<file path="src/rtl/reg_writeback.sv">
// Writeback stage: sole writer of the register-file write port.
// Merges single-cycle ALU results with one outstanding formatted load.
module reg_writeback #(
  parameter int XLEN = 32
) (
  input  logic        clk,
  input  logic        rst,
  input  logic        alu_valid,
  input  logic [4:0]  alu_rd,
  input  logic [31:0] alu_result,
  output logic        alu_stall,
  input  logic        ld_issue,
  input  logic [4:0]  ld_rd,
  input  logic [2:0]  ld_funct3,
  input  logic [1:0]  ld_addr_lo,
  output logic        ld_ready,
  input  logic        mem_rvalid,
  output logic        mem_rready,
  input  logic [31:0] mem_rdata,
  output logic        ld_err,
  output logic        RegWrite,
  output logic [4:0]  Rd,
  output logic [31:0] Write_data
);

  typedef enum logic [1:0] {
    IDLE = 2'd0,
    WAIT = 2'd1,
    HOLD = 2'd2
  } state_t;

  state_t      state_q, state_d;
  logic [4:0]  lrd_q, lrd_d;
  logic [2:0]  lf3_q, lf3_d;
  logic [1:0]  llo_q, llo_d;
  logic [31:0] hold_data_q, hold_data_d;
  logic        hold_err_q, hold_err_d;
  logic        we_q, we_d;
  logic [4:0]  rd_q, rd_d;
  logic [31:0] wdata_q, wdata_d;
  logic        err_q, err_d;

  logic [7:0]  byte_sel;
  logic [15:0] half_sel;
  logic [31:0] fmt_data;
  logic        fmt_err;
  logic        alu_take;

  assign ld_ready   = (state_q == IDLE);
  assign mem_rready = (state_q == WAIT);
  assign alu_stall  = (state_q == HOLD);
  assign RegWrite   = we_q;
  assign Rd         = rd_q;
  assign Write_data = wdata_q;
  assign ld_err     = err_q;

  // Select the addressed lane and extend it according to the captured load type
  always_comb begin
    byte_sel = 8'h00;
    half_sel = llo_q[1] ? mem_rdata[31:16] : mem_rdata[15:0];
    fmt_data = '0;
    fmt_err  = 1'b0;
    case (llo_q)
      2'd0:    byte_sel = mem_rdata[7:0];
      2'd1:    byte_sel = mem_rdata[15:8];
      2'd2:    byte_sel = mem_rdata[23:16];
      default: byte_sel = mem_rdata[31:24];
    endcase
    case (lf3_q)
      3'b000: fmt_data = {{24{byte_sel[7]}}, byte_sel};
      3'b100: fmt_data = {24'h0, byte_sel};
      3'b001: begin
        fmt_data = {{16{half_sel[15]}}, half_sel};
        fmt_err  = llo_q[0];
      end
      3'b101: begin
        fmt_data = {16'h0, half_sel};
        fmt_err  = llo_q[0];
      end
      3'b010: begin
        fmt_data = mem_rdata;
        fmt_err  = (llo_q != 2'd0);
      end
      default: fmt_err = 1'b1;
    endcase
  end

  // Next-state, load capture and write-port arbitration (ALU wins ties)
  always_comb begin
    state_d     = state_q;
    lrd_d       = lrd_q;
    lf3_d       = lf3_q;
    llo_d       = llo_q;
    hold_data_d = hold_data_q;
    hold_err_d  = hold_err_q;
    we_d        = 1'b0;
    rd_d        = rd_q;
    wdata_d     = wdata_q;
    err_d       = 1'b0;
    alu_take    = alu_valid && (state_q != HOLD);
    if (alu_take && (alu_rd != 5'd0)) begin
      we_d    = 1'b1;
      rd_d    = alu_rd;
      wdata_d = alu_result;
    end
    case (state_q)
      IDLE: begin
        if (ld_issue) begin
          lrd_d   = ld_rd;
          lf3_d   = ld_funct3;
          llo_d   = ld_addr_lo;
          state_d = WAIT;
        end
      end
      WAIT: begin
        if (mem_rvalid) begin
          if (alu_valid) begin
            hold_data_d = fmt_data;
            hold_err_d  = fmt_err;
            state_d     = HOLD;
          end else begin
            if (fmt_err) begin
              err_d = 1'b1;
            end else if (lrd_q != 5'd0) begin
              we_d    = 1'b1;
              rd_d    = lrd_q;
              wdata_d = fmt_data;
            end
            state_d = IDLE;
          end
        end
      end
      HOLD: begin
        if (hold_err_q) begin
          err_d = 1'b1;
        end else if (lrd_q != 5'd0) begin
          we_d    = 1'b1;
          rd_d    = lrd_q;
          wdata_d = hold_data_q;
        end
        state_d = IDLE;
      end
      default: state_d = IDLE;
    endcase
  end

  // State, captured load context and registered write port
  always_ff @(posedge clk) begin
    if (rst) begin
      state_q     <= IDLE;
      lrd_q       <= '0;
      lf3_q       <= '0;
      llo_q       <= '0;
      hold_data_q <= '0;
      hold_err_q  <= 1'b0;
      we_q        <= 1'b0;
      rd_q        <= '0;
      wdata_q     <= '0;
      err_q       <= 1'b0;
    end else begin
      state_q     <= state_d;
      lrd_q       <= lrd_d;
      lf3_q       <= lf3_d;
      llo_q       <= llo_d;
      hold_data_q <= hold_data_d;
      hold_err_q  <= hold_err_d;
      we_q        <= we_d;
      rd_q        <= rd_d;
      wdata_q     <= wdata_d;
      err_q       <= err_d;
    end
  end

endmodule

</file>
<file path="config.mk">
export PLATFORM = sky130hd
export DESIGN_NAME = reg_writeback
export DESIGN_NICKNAME = d
export VERILOG_FILES = /design/src/rtl/reg_writeback.sv
export SDC_FILE = /design/constraint.sdc
export NUM_CORES = 1
export LEC_CHECK = 0
export CAP_MARGIN = 20
export CORE_MARGIN = 2
export CORE_UTILIZATION = 52
export DETAILED_ROUTE_END_ITERATION = 8
export GPL_TIMING_DRIVEN = 0
export PLACE_DENSITY = 0.91
export SYNTH_ARGS = -nofsm -noshare
export SYNTH_HDL_FRONTEND = slang
export SYNTH_SLANG_ARGS = --single-unit
</file>
<file path="constraint.sdc">
create_clock -name clk -period 3.85 [get_ports clk]
set_input_delay 0.77 -clock clk [delete_from_list [all_inputs] [get_ports clk]]
set_output_delay 0.77 -clock clk [all_outputs]
set_load 0.005 [all_outputs]
</file>
# ---- Yosys cells after proc, flatten, opt, wreduce, memory -nomap -nowiden
# Cells that the tools add are included.
dict set report classes {
  eq_ne 11
  muxes 35
  n_reduce_logical 13
}
# operator n
set ops {}
lappend ops {{32-bit two-way mux} 7}
lappend ops {{32-bit case mux with 5 select lines} 1}
lappend ops {{32-bit case mux with 2 select lines} 1}
lappend ops {{5-bit two-way mux} 6}
lappend ops {{8-bit case mux with 3 select lines} 1}
lappend ops {{16-bit two-way mux} 1}
lappend ops {{1-bit two-way mux} 10}
lappend ops {{5-bit case mux with 2 select lines} 1}
lappend ops {{5-bit nonzero test} 2}
lappend ops {{3-bit equality test, second input constant} 2}
lappend ops {{2-bit two-way mux} 3}
lappend ops {{2-bit inequality test, second input constant} 3}
lappend ops {{2-bit by 1-bit equality test with 1-bit output, second input constant} 2}
lappend ops {{2-bit equality test, second input constant} 2}
lappend ops {{2-bit logical NOT} 2}
lappend ops {{1-bit case mux with 2 select lines} 2}
lappend ops {{2-bit case mux with 2 select lines} 1}
lappend ops {{2-bit AND reduction} 2}
lappend ops {{2-bit OR reduction} 2}
lappend ops {{3-bit by 1-bit equality test with 1-bit output, second input constant} 1}
lappend ops {{3-bit by 2-bit equality test with 1-bit output, second input constant} 1}
lappend ops {{3-bit logical NOT} 1}
lappend ops {{1-bit case mux with 3 select lines} 1}
lappend ops {{3-bit AND reduction} 1}
lappend ops {{2 further kinds} 3}
dict set report word_totals {
  reg_bits 84
  inputBits 84
  output_inout_bits 42
  word_cells 69
}

# ---- Depth between registers and ports, before layout
# Gate-level depths: netlist of run 1.
dict set report logic_depth {
  word_depth 9
  mapped_depth 10
  ltp_nobuf 7
}

# ---- Worst setup path before layout of run 1
# OpenSTA, ideal clock, no wires.
dict set report synth_timing {
  kind {in2reg}
  startpoint {in alu_rd[0]}
  endpoint {reg wdata_q[10] (netlist: Write_data[10])}
  setup_ns 0.130
  t_arrival_ns 2.121
  t_required_ns 3.720
  path_slack_ns 1.599
  stages 6
  path_buffers 2
  cell_sequence {or4_1 > o21ai_1 > buf_4 > buf_6 > mux2i_1 > o221ai_2}
}
dict set report synth_between {
  elab_chain_len 8
  word_cells_on_any_way 10
  cone_classes {mux: 8; reduce/logical: 2}
}
# item line
set synth_lines {}
lappend synth_lines {{from (decl)} 9} ;# input logic [4:0] alu_rd,
lappend synth_lines {{5-bit nonzero test (*)} 101} ;# if (alu_take && (alu_rd != 5'd0)) begin
lappend synth_lines {{1-bit logical AND (*)} 101}
lappend synth_lines {{32-bit two-way mux (*)} 101}
lappend synth_lines {{32-bit two-way mux} 124} ;# end else if (lrd_q != 5'd0) begin
lappend synth_lines {{32-bit two-way mux} 122} ;# if (fmt_err) begin
lappend synth_lines {{32-bit two-way mux} 117} ;# if (alu_valid) begin
lappend synth_lines {{32-bit two-way mux} 116} ;# if (mem_rvalid) begin
lappend synth_lines {{32-bit case mux with 2 select lines (*)} 106} ;# case (state_q)
lappend synth_lines {{to (signal assigned)} 169} ;# wdata_q <= wdata_d;
lappend synth_lines {{to (decl)} 40} ;# logic [31:0] wdata_q, wdata_d;
# Every way passes the cells marked *; elsewhere a longest branch is shown, timed or not.
# A chain may end at the register's enable or synchronous reset.

# ---- Worst setup path after layout of run 1
dict set report layout_timing {
  startpoint {in alu_rd[0]}
  endpoint {reg wdata_q[14] (netlist: Write_data[14])}
}
# Same word-level chain as after synthesis.

==> results of run 1 <==
flip-flops by register name, summed over array words and instances, names as in the netlist:
register,cells
Write_data,32
hold_data_q,32
Rd,5
lrd_q,5
lf3_q,3
llo_q,2
state_q,2
RegWrite,1
hold_err_q,1
ld_err,1
worst max-delay path, cell delays in order:
cell	delay (ps)
sky130_fd_sc_hd__clkdlybuf4s50_1	430
sky130_fd_sc_hd__or4_1	560
sky130_fd_sc_hd__o21ai_1	150
sky130_fd_sc_hd__buf_4	240
sky130_fd_sc_hd__buf_6	210
sky130_fd_sc_hd__mux2i_1	280
sky130_fd_sc_hd__o221ai_2	140
cells by family (layout without fill, tap and decap cells):
family	Yosys count	after routing	synth area share, %
AO/OA/AOI/OAI	138	138	26.52
adder cells (fa/ha/maj)	3	3	0.8545
buffers and inverters	46	187	6.209
flip-flops	84	84	38.28
multiplexers	57	57	13.59
AND/OR/NAND/NOR	144	144	14.55
stage by stage:
| stage | instance area, um^2 | util [%] |
|---|---|---|
| 3_3_place_gp | 5776 | 70.29 |
| 6_report | 6018 | 73.25 |
| 5_1_grt | 6018 | 73.25 |
| 4_1_cts | 6018 | 73.25 |
| 2_1_floorplan | 4393 | - |
| 3_5_place_dp | 5776 | 70.29 |
layout make-up:
class | instances | area [um^2]
Inverter | 7 | 26.28
Clock buffer | 12 | 165.2
Sequential cell | 84 | 1682
Timing Repair Buffer | 125 | 1251
Clock inverter | 4 | 77.57
Buffer | 39 | 246.5
Tap cell | 105 | 131.4
Multi-Input combinational cell | 342 | 2439
Fill cell | 601 | 2198
Yosys cell counts, types with 3 or more instances:
| cell | number |
|---|---|
| sky130_fd_sc_hd__o2bb2ai_1 | 4 |
| sky130_fd_sc_hd__clkbuf_1 | 18 |
| sky130_fd_sc_hd__o21ai_0 | 6 |
| sky130_fd_sc_hd__mux2i_1 | 45 |
| sky130_fd_sc_hd__ha_1 | 3 |
| sky130_fd_sc_hd__nor2b_1 | 5 |
| sky130_fd_sc_hd__nor2_1 | 45 |
| sky130_fd_sc_hd__o221ai_1 | 5 |
| sky130_fd_sc_hd__nand2_1 | 66 |
| sky130_fd_sc_hd__nor3_1 | 9 |
| sky130_fd_sc_hd__a221oi_1 | 5 |
| sky130_fd_sc_hd__buf_4 | 5 |
| sky130_fd_sc_hd__buf_2 | 4 |
| sky130_fd_sc_hd__inv_1 | 7 |
| sky130_fd_sc_hd__a211oi_1 | 35 |
| sky130_fd_sc_hd__a22oi_1 | 8 |
| sky130_fd_sc_hd__nand2b_1 | 3 |
| sky130_fd_sc_hd__a21oi_1 | 33 |
| sky130_fd_sc_hd__o221ai_2 | 27 |
| sky130_fd_sc_hd__mux2_2 | 11 |
| sky130_fd_sc_hd__dfxtp_1 | 84 |
| sky130_fd_sc_hd__buf_6 | 7 |
power breakdown:
group	switching [uW]	internal, uW
clock	342	424
combinational	286	278
sequential	33.5	923
total	661	1620
metal layers:
layer | GRT usage [%] | up-vias
li1 | - | 2028
met3 | 5.090 | 28
met1 | 38.69 | 2094
met2 | 51.52 | 229
met4 | 11.19 | 0
met5 | 0 | -
worst paths after layout:
path                            depth (start not counted)        endpoint  slack, ps            start
worst max-delay path                                    7  Write_data[14]       1300        alu_rd[0]
worst min register to register                          2  Write_data[15]        470  hold_data_q[15]
worst max register to register                          8   Write_data[0]       1440       state_q[1]
worst min-delay path                                    2  Write_data[15]        470  hold_data_q[15]
==> metrics.yaml, run 1 <==
site_rows: 33
drive_gt1_share_pct: 13.70
cts_sinks: 84
clk_pin_slew_worst_paths_ps: 90
period_share_pct: 66.34
final-max-slew-violation-count: 0
drt-initial-drc-count: 247
power_per_cell_area_mw_per_mm2: 379.7
design.core.area_mm2: 0.008217
worst_hold_slack_ps: 472.4
synth_top_cell_area_share_pct: 38.28
finalPower_uw: 2285
clock_latency_ps: 360
grt_first_pass_wirelength_um: 21060
place.detailed.hpwl_um: 10560
cts.repair_timing.setup_buffer_count: 0
global_route.usage.total_pct: 30.33
drc_errors: 0
detailedRoute.firstPassIterationCount: 5
fin_cells: 718
cts_repair_resize_count: 0
numPortBuffers: 125
die_x_um: 95.92
syn_to_final_growth_pct: 37.00
vdd_drop_max_mv: 0.2517
routed_antenna_nets: 0
report.final.setup_viol: 0
max_clock_freq_ghz: 0.3915
netlist_top_cells_area: "sky130_fd_sc_hd__dfxtp_1 (38%), sky130_fd_sc_hd__mux2i_1 (10%), sky130_fd_sc_hd__o221ai_2 (9.2%), sky130_fd_sc_hd__a211oi_1 (6.0%), sky130_fd_sc_hd__nand2_1 (5.6%)"
vias: 4379
cts_hold_buffers_added: 0
most_common_library_cell_in_the_layout_ignoring_fill_and_taps: "sky130_fd_sc_hd__clkdlybuf4s50_1"
detail_route.vias_per_cell: 6.099
crit_path_arrival_time_ps: 2790
chipHeight_um: 95.92
fin_skew_ps: 8.261
synth_warnings: 0
ioPinCount: 126
startpoint_type: "input port"
fin_tns_setup_ps: 0
synth.distinct_cells: 50
dominant_register_cell_in_the_synthesized_netlist: "sky130_fd_sc_hd__dfxtp_1"
synth_top_cell_by_area: "sky130_fd_sc_hd__dfxtp_1"
grt.overflow.total: 0
finalNetCount: 695
met2RoutedLength_um: 6662
cts_max_level: 3
synth_async_sr_flop_share_pct: 0
dieArea_mm2: 0.009200
max_cap_violations: 0
worstPathRequired_ps: 4090
synth_seq_area_share_pct: 38.28
synth.avg_cell_area_um2: 9.307
postSynthCellCount: 472
cts-root-buf: "sky130_fd_sc_hd__clkbuf_8"
hold_vio_cnt_final: 0
final_cell_mix: "sky130_fd_sc_hd__clkdlybuf4s50_1 (125), sky130_fd_sc_hd__dfxtp_1 (84), sky130_fd_sc_hd__nand2_1 (66)"
timing_worst_slew_pin_value_ps: 788.8
place.gp.congestion: 0.8948
dp.cells: 702
grt_setup_unrepaired: "no"
top_signal_layer_used: "met4"
postRouteWirelength_um: 13560
max-clock-path-buffers: 2
grt_antenna_before_repair: 0
drt-wirelength-per-cell_um: 18.89
rel_slew_slack_pct: 47.41
post-route-worst-setup-slack_ps: 1296
total_leakage_power_uw: 0.002143
place_worst_setup_slack_ps: 893.6
worst_hold_path_type: "reg2reg"
worst-path-max-fanout: 10
tritoncts: "yes"
setup.worst_path.class: "in2reg"
post_synth_instance_area_mm2: 0.004393
dr_wl_met3_um: 1088
synth_register_bits: 84
grt_max_degree: 15
net_count_synth: 559
type_of_destination_of_the_critical_path: "register"
run_status: "complete, no violations"
synth_edf_count: 0
period_minus_slack_ps: 2554
routedLengthMet1_um: 5521
cts_made_buffers: 9
antenna_fix_cells: 0
first_global_vias: 4278
floorplan.initialDensity_pct: 53.46
No activity file was read; power rests on OpenSTA's default activity.
==> inputs of run 2 (changes only) <==
CORE_UTILIZATION = 48   (was 52)
PLACE_DENSITY = 0.86   (was 0.91)
clock period = 2.5 ns   (was 3.85 ns; I/O delays follow)
==> metrics.yaml, run 2 (synthesis results as in run 1) <==
run_status: "complete, no violations"
clk_pin_slew_worst_paths_ps: 90  # about the same
detailedRoute.firstPassIterationCount: 4  # -1
post_route_core_utilization_pct: 68.39  # -4.9 points
rel_slew_slack_pct: 52.78  # +5.4 points
worst-path-max-fanout: 10  # unchanged
n_fill_cell: 694  # +15%
max_cap_violations: 0  # unchanged
floorplan.initialDensity_pct: 49.89  # -3.6 points
die_x_um: 99.67  # +3.9%
global_route.usage.total_pct: 27.37  # -3.0 points
chipHeight_um: 99.67  # +3.9%
report.final.setup_viol: 0  # unchanged
critical-path-top-delay-family: "simple AND/OR/NAND/NOR gates"
detail_route.vias_per_cell: 5.913  # -3.1%
design.core.area_mm2: 0.008806  # +7.2%
grt_antenna_before_repair: 0  # unchanged
routed_antenna_nets: 0  # unchanged
syn_to_final_growth_pct: 37.08  # about the same
worst_hold_path_type: "reg2reg"
fin_cells: 721  # +0.42%
grt_first_pass_wirelength_um: 21480  # +2.0%
numPortBuffers: 125  # unchanged
grt_max_degree: 15  # unchanged
first_global_vias: 4241  # -0.86%
timing_worst_slew_pin_value_ps: 708.3  # -80.56 ps
grt_setup_unrepaired: "no"
final-max-slew-violation-count: 0  # unchanged
place.gp.congestion: 0.8901  # -0.53%
period_minus_slack_ps: 2335
drive_gt1_share_pct: 13.87  # +0.16 points
cts_hold_buffers_added: 0  # unchanged
critPathBufInv: 2  # -1
cts-root-buf: "sky130_fd_sc_hd__clkbuf_8"
cts_max_level: 3  # unchanged
most_common_library_cell_in_the_layout_ignoring_fill_and_taps: "sky130_fd_sc_hd__clkdlybuf4s50_1"
slowest_cell_on_the_critical_path: "sky130_fd_sc_hd__clkbuf_1"
clock_latency_ps: 370  # about the same
dieArea_mm2: 0.009933  # +8.0%
path_common_cell: "sky130_fd_sc_hd__nand2_1"
vias: 4263  # -2.6%
max-clock-path-buffers: 2  # unchanged
drt-initial-drc-count: 231  # -6.5%
cells_along_the_critical_path: "inv_1 -> ha_1 -> and2b_1 -> nand2_1 -> nor3_1 -> clkbuf_1 -> nand2_1 -> o221ai_2"
drt-wirelength-per-cell_um: 18.53  # -1.9%
final_cell_mix: "sky130_fd_sc_hd__clkdlybuf4s50_1 (125), sky130_fd_sc_hd__dfxtp_1 (84), sky130_fd_sc_hd__nand2_1 (66)"
crit_path_arrival_time_ps: 2620  # -170 ps
dp.cells: 705  # +0.43%
vdd_drop_max_mv: 0.3287  # +31%
antenna_fix_cells: 0  # unchanged
drc_errors: 0  # unchanged
max_clock_freq_ghz: 0.4283
grt.overflow.total: 0  # unchanged
setup.worst_path.class: "reg2reg"
hold_vio_cnt_final: 0  # unchanged
type_of_destination_of_the_critical_path: "register"
postRouteWirelength_um: 13360  # -1.5%
critPathMaxStageDelay_ps: 420  # -140 ps
site_rows: 34  # +3.0%
finalNetCount: 695  # unchanged
ioPinCount: 126  # unchanged
fin_skew_ps: 12.06  # +3.796 ps
worst_hold_slack_ps: 460.4  # -11.99 ps
period_share_pct: 93.40
tritoncts: "yes"
cts_made_buffers: 9  # unchanged
startpoint_type: "register"
cts.repair_timing.setup_buffer_count: 0  # unchanged
total_leakage_power_uw: 0.002146  # +0.17%
power_per_cell_area_mw_per_mm2: 583.8  # +54%
place.detailed.hpwl_um: 10480  # -0.73%
worstPathRequired_ps: 2790  # -1300 ps
cts_sinks: 84  # unchanged
[run 2: final cells by class]
class                      instances  area [um^2]  share of cell area (%)
buffer                            39        249.0                   4.135
clock buffer                      10        127.6                   2.119
clock inverter                     6        112.6                   1.870
inverter                           7        26.28                  0.4363
multi-input combinational        342         2439                   40.49
sequential                        84         1682                   27.92
tap                              108        135.1                   2.244
timing repair buffer             125         1251                   20.78
[run 2: where the power goes]
part	leakage [uW]	switching [uW]	internal, uW	total [uW]
sequential	0.000687	50.4	1420	1470
clock	0.000120	517	666	1180
combinational	0.00134	433	428	861
total	0.00215	1000	2520	3520
[run 2: worst register-to-register path, stage by stage (launching register included)]
cell and delay, ps:
sky130_fd_sc_hd__dfxtp_1 370, sky130_fd_sc_hd__inv_1 70, sky130_fd_sc_hd__ha_1 410, sky130_fd_sc_hd__and2b_1 230, sky130_fd_sc_hd__nand2_1 120, sky130_fd_sc_hd__nor3_1 400
sky130_fd_sc_hd__clkbuf_1 420, sky130_fd_sc_hd__nand2_1 150, sky130_fd_sc_hd__o221ai_2 90
[run 2: what timing repair did]
item | 4_1_cts | 5_1_grt
hold endpoints to repair | 0 | 0
resized for setup | 0 | 4
endpoints found under the setup margin | 0 | 3
[run 2: metrics by stage]
| step | area (um^2) | setup TNS, ps | setup WS [ps] | total power (uW) |
|---|---|---|---|---|
| detailed placement | 5779 | -4211 | -200.5 | 2353 |
| global route | 6022 | 0 | 33.26 | 3652 |
| global placement | 5779 | -2900 | -174.0 | 2330 |
| floorplan | 4393 | 0 | 519.3 | 1970 |
| CTS | 6020 | 0 | 78.64 | 3510 |
| finish | 6022 | 0 | 165.1 | 3516 |
[run 2: final timing paths]
check | from | to | slack, ps | cells after the start
setup / recovery | state_q[0] | Write_data[30] | 170 | 8
hold / removal | hold_data_q[13] | Write_data[13] | 460 | 2
setup reg to reg | state_q[0] | Write_data[30] | 170 | 8
hold reg to reg | hold_data_q[13] | Write_data[13] | 460 | 2
[run 2: layer usage]
layer / up-vias / wire (um) / GRT usage [%]
met2: 190 / 6372 / 46.36
met3: 20 / 940 / 5.622
met4: 0 / 195 / 7.165
met1: 2034 / 5855 / 35.64
li1: 2019 / - / -
met5: - / 0 / 0
==> variant 1: new RTL, flow settings as in run 2 <==
Take the reset off `wdata_q` and load it in a clocked block of its own.
--- a/src/rtl/reg_writeback.sv
+++ b/src/rtl/reg_writeback.sv
@@ -155,7 +155,6 @@
       hold_err_q  <= 1'b0;
       we_q        <= 1'b0;
       rd_q        <= '0;
-      wdata_q     <= '0;
       err_q       <= 1'b0;
     end else begin
       state_q     <= state_d;
@@ -166,10 +165,13 @@
       hold_err_q  <= hold_err_d;
       we_q        <= we_d;
       rd_q        <= rd_d;
-      wdata_q     <= wdata_d;
       err_q       <= err_d;
     end
   end
 
+  always_ff @(posedge clk) begin
+    wdata_q <= wdata_d;
+  end
+
 endmodule
 
Formal check against the unedited RTL: not equivalent (a bounded check fails within 4 cycles, from zero or initial values and one cycle with rst high).
==> variant 1 against run 2 <==
Wire length is 1.2% lower; highest routed layer unchanged; design area is 4.7% lower; clock power is 8% lower; count of clock-buffer cells in the layout is 1 lower; combinational power is 16% higher; critical endpoint is now Write_data[30]$_DFF_P_; sequential cell count stayed put; die area is 6.2% lower; power is 3.6% higher; synthesized area is 6.5% lower; worst setup slack worse by 56 ps; largest cell class unchanged; largest power group unchanged.
==> variant 1: results (changes against run 2) <==
.. list-table::
   :header-rows: 1

   * - Metric
     - Value
   * - Layout cells sized above 1
     - 0.101 (-0.0380)
   * - Placed instance area
     - 0.00548 mm^2 (-5.2%)
   * - Share of synthesized area occupied by flip-flops and latches
     - 0.409 (+0.0266)
   * - Count of max-cap constraint violations
     - 0 (unchanged)
   * - Commonest cells in the synthesized netlist
     - dfxtp_1 (84), nand2_1 (74), nor2_1 (37)
   * - Final setup skew
     - 13.1 ps (+1.01 ps)
   * - Count of input and output buffers
     - 124 (-0.80%)
   * - Critical Path Max Stage Delay
     - 570 ps (+150 ps)
   * - Leakage
     - 2.08 nW (-2.9%)
   * - GP Congestion
     - 0.930 (+4.5%)
   * - First-pass iteration count of the detailed router
     - 6 (+2)
   * - Detailed router's first-iteration violation count
     - 306 (+32%)
   * - Outcome
     - finished, final reports clean
   * - Library cells used by synthesis
     - 46 (-8.0%)
   * - Final Max Tran Viols
     - 0 (unchanged)
   * - Syn Nets
     - 540 (-3.4%)
   * - Relative slew slack
     - 0.300 (-0.227)
   * - First-pass GRT wire length
     - 20,500 um (-4.7%)
   * - Clk slew on worst S/H paths
     - 100 ps
   * - Type of the worst min-delay path
     - reg2reg
   * - Biggest area contributors in the synthesized netlist
     - dfxtp_1 (41%), mux2i_1 (8.0%), nand2_1 (6.8%), o221ai_1 (4.7%), a21oi_1 (3.9%)
   * - Highest-delay cell along the critical path
     - or4_1
   * - Pin count of the biggest net entering global routing
     - 16 (+1)
   * - Async set-reset flop share out of synthesis
     - 0 (unchanged)
   * - Post-DP HPWL
     - 10,000 um (-4.3%)
   * - Wire length after detailed routing
     - 13,200 um (-1.2%)
   * - Longest Clk Path Bufs
     - 2 (unchanged)
   * - Detail-routed via count per cell
     - 5.94 (+0.46%)
   * - H-tree depth
     - 3 (unchanged)
   * - Final nets
     - 678 (-2.4%)
   * - Max Fanout on Critical Path
     - 10 (unchanged)
   * - Worst path top cell family by delay
     - buffers and inverters
   * - Overall fraction of global-route tracks in use
     - 0.287 (+0.0129)
   * - CTS Buf Count
     - 9 (unchanged)
   * - Worst supply voltage drop on vdd
     - 0.449 mV (+37%)
   * - Fill cell total of the finished layout
     - 666 (-4.0%)
   * - Endpoint arrival time on the critical path
     - 2630 ps (about the same)
   * - Number of antenna diodes
     - 0 (unchanged)
   * - Pre-CTS setup slack
     - -260 ps (-59.3 ps)
   * - Number of global-route vias before repair
     - 4,032 (-4.9%)
## variant 1: per-layer routing
metal,vias to the layer above,global-route usage,wire length [um]
met5,-,0,0
met1,1966,0.375,5590
li1,1968,-,-
met4,0,0.0986,300
met2,207,0.476,6260
met3,23,0.0520,1060
## variant 1: repair_timing
action / CTS / global route
setup endpoints to repair: 30 / 26
pin swaps: 0 / 1
buffers inserted: 0 / 3
hold buffers: 0 / 0
resized for setup: 1 / 5
## variant 1: kinds of logic (layout without fill, tap and decap cells)
group,count (synthesis),count (layout),share of synthesized area
compound gates,140,140,0.277
fa+ha+maj,3,3,0.00914
buf+inv,46,189,0.0560
flops,84,84,0.409
mux,41,41,0.102
simple gates,139,139,0.147
## variant 1: cell type report
| cell class | count | area share |
|---|---|---|
| multi-input cells | 323 | 0.383 |
| well taps | 105 | 0.0229 |
| clock buffers | 9 | 0.0216 |
| flip-flops and latches | 84 | 0.293 |
| plain buffers | 41 | 0.0379 |
| clock inverters | 7 | 0.0174 |
| inverters | 5 | 0.00327 |
| repair buffers | 127 | 0.220 |
## variant 1: stage by stage
stage	cells	TNS (ps)	hold WS, ps	util
floorplan	453	0	432	-
global placement	682	-6790	438	0.664
detailed placement	682	-6580	450	0.664
CTS	698	0	469	0.691
global route	701	0	490	0.695
finish	701	0	470	0.695
## variant 1: worst paths after layout
| kind | slack, ps | cells past startpoint | startpoint | to |
|---|---|---|---|---|
| min | 470 | 2 | hold_data_q[12]$_SDFFE_PP0P_ | Write_data[12]$_DFF_P_ |
| min reg2reg | 470 | 2 | hold_data_q[12]$_SDFFE_PP0P_ | Write_data[12]$_DFF_P_ |
| max reg2reg | 210 | 9 | lf3_q[0]$_SDFFE_PP0P_ | Write_data[5]$_DFF_P_ |
| max | 110 | 7 | alu_rd[0] | Write_data[30]$_DFF_P_ |
## variant 1: power by group
part           internal (W)  switching, W  total, W
Combinational      0.000541      0.000458  0.000999
Clock              0.000570      0.000519   0.00109
Sequential          0.00148     0.0000773   0.00155
## variant 1: worst min-delay path, stage by stage, from the launching register on
cell and delay (ps):
dfxtp_1 340, nand2_1 50, o221ai_1 50
==> variant 2: new RTL, flow settings as in run 2 <==
Without the edit above. The 3 states of `state_t` get a one-hot encoding in 3 bits.
--- a/src/rtl/reg_writeback.sv
+++ b/src/rtl/reg_writeback.sv
@@ -23,10 +23,10 @@
   output logic [31:0] Write_data
 );
 
-  typedef enum logic [1:0] {
-    IDLE = 2'd0,
-    WAIT = 2'd1,
-    HOLD = 2'd2
+  typedef enum logic [2:0] {
+    IDLE = 3'b001,
+    WAIT = 3'b010,
+    HOLD = 3'b100
   } state_t;
 
   state_t      state_q, state_d;
Behaviour: same outputs for any inputs over 4 cycles, from zero or initial values and one cycle with rst high; so few cycles prove little.
==> variant 2 against run 2 <==
Worst setup slack worse by 100 ps; sequential power hardly changed; synthesized area down 1.7%; register-to-register slack lost 20 ps; design area fell by 1.4%; sequential cell count is 1 higher; clock power decreased by 8%; wire length is 8.7% higher; global-route usage grew 2.1 points; utilization down 0.31 points; maximum frequency down 4.2%; power down 5.5%.
==> variant 2: results (changes against run 2) <==
.. list-table::
   :header-rows: 1

   * - Metric
     - Value
   * - First-pass GRT wire length
     - 22,900 um (+6.7%)
   * - Leakage
     - 2.17 nW (+1.1%)
   * - Met3 Resource Use GR
     - 0.0681 (+0.0119)
   * - Amount of wire on met2 after detailed routing
     - 6980 um (+9.6%)
   * - Final nets
     - 730 (+5.0%)
   * - Detailed-routing wirelength on met1
     - 5840 um (-0.31%)
   * - Layout cells sized above 1
     - 0.106 (-0.0327)
   * - Clock share of power
     - 0.324 (-0.013)
   * - Worst supply voltage drop on vdd
     - 0.272 mV (-17%)
   * - Vias after detailed routing
     - 4,653 (+9.1%)
   * - Highest-delay cell along the critical path
     - or4_1
   * - Mux cell area share after synthesis
     - 0.0898 (-0.0460)
   * - Power density over cell area
     - 560 mW/mm^2 (-4.2%)
   * - Adder and majority cell fraction of the synthesized area
     - 0 (-0.00854)
   * - Commonest cells in the synthesized netlist
     - nand2_1 (108), dfxtp_1 (85), a21oi_1 (48)
   * - Final worst-path cycle share
     - 0.975 (+0.0413)
   * - Outcome
     - finished, final reports clean
   * - Placed instance area
     - 0.00568 mm^2 (-1.6%)
   * - Detailed router's first-iteration violation count
     - 321 (+39%)
   * - Minimum hold slack
     - 472 ps (+11.6 ps)
   * - Final setup skew
     - 12.3 ps (+0.292 ps)
   * - Start point of the critical path
     - alu_rd[1]
   * - Wire length after detailed routing
     - 14,500 um (+8.7%)
   * - Library cells used by synthesis
     - 48 (-4.0%)
   * - Worst-case hold path end point
     - lrd_q[3]$_SDFFE_PP0P_
   * - Reg2reg path depth
     - 6 (-2)
   * - Count of input and output buffers
     - 123 (-1.6%)
   * - Post-DP HPWL
     - 11,000 um (+4.5%)
   * - Synthesized-area fraction occupied by ao, oa, aoi and oai cells
     - 0.285 (+0.0203)
   * - Worst flop-to-flop path endpoint
     - Write_data[2]$_SDFF_PP0_
   * - First-pass iteration count of the detailed router
     - 5 (+1)
   * - Sequential share of power
     - 0.441 (+0.022)
   * - Routed length on met3
     - 1320 um (+40%)
   * - R2R Setup Slk
     - 150 ps (-20 ps)
   * - Transition time at the pin with the least slew margin
     - 668 ps (-40.4 ps)
   * - Worst hold start
     - lrd_q[3]$_SDFFE_PP0P_
   * - Critical Path Max Stage Delay
     - 610 ps (+190 ps)
   * - Critical path capture point
     - Rd[0]$_SDFF_PP0_
   * - Fraction of met2 tracks used by global routing
     - 0.500 (+0.0364)
   * - Overall fraction of global-route tracks in use
     - 0.295 (+0.0215)
==> variant 2: cell types whose count changed after synthesis, moves of 6 or more <==
| cell | run 2 | this run |
|---|---|---|
| a22oi_1 | 8 | 2 |
| nand2_1 | 66 | 108 |
| a21o_1 | 1 | 24 |
| mux2i_1 | 45 | 5 |
| o311ai_0 | 0 | 11 |
| mux4_2 | 1 | 7 |
| a21oi_1 | 33 | 48 |
| clkbuf_1 | 18 | 36 |
| o221ai_2 | 27 | 0 |
| a221o_1 | 0 | 9 |
| a2bb2oi_1 | 0 | 10 |
==> variant 2: area by class of cell <==
type / count / area [um^2]
inverters: 3 / 11.3
clock inverters: 6 / 86.3
plain buffers: 46 / 216
repair buffers: 123 / 1230
well taps: 108 / 135
flip-flops and latches: 85 / 1700
fillers: 724 / 2780
clock buffers: 10 / 128
multi-input cells: 378 / 2430
==> variant 2: timing repair <==
item	CTS	global route
gates resized for setup	3	19
endpoints found under the hold margin	0	0
setup endpoints to repair	20	26
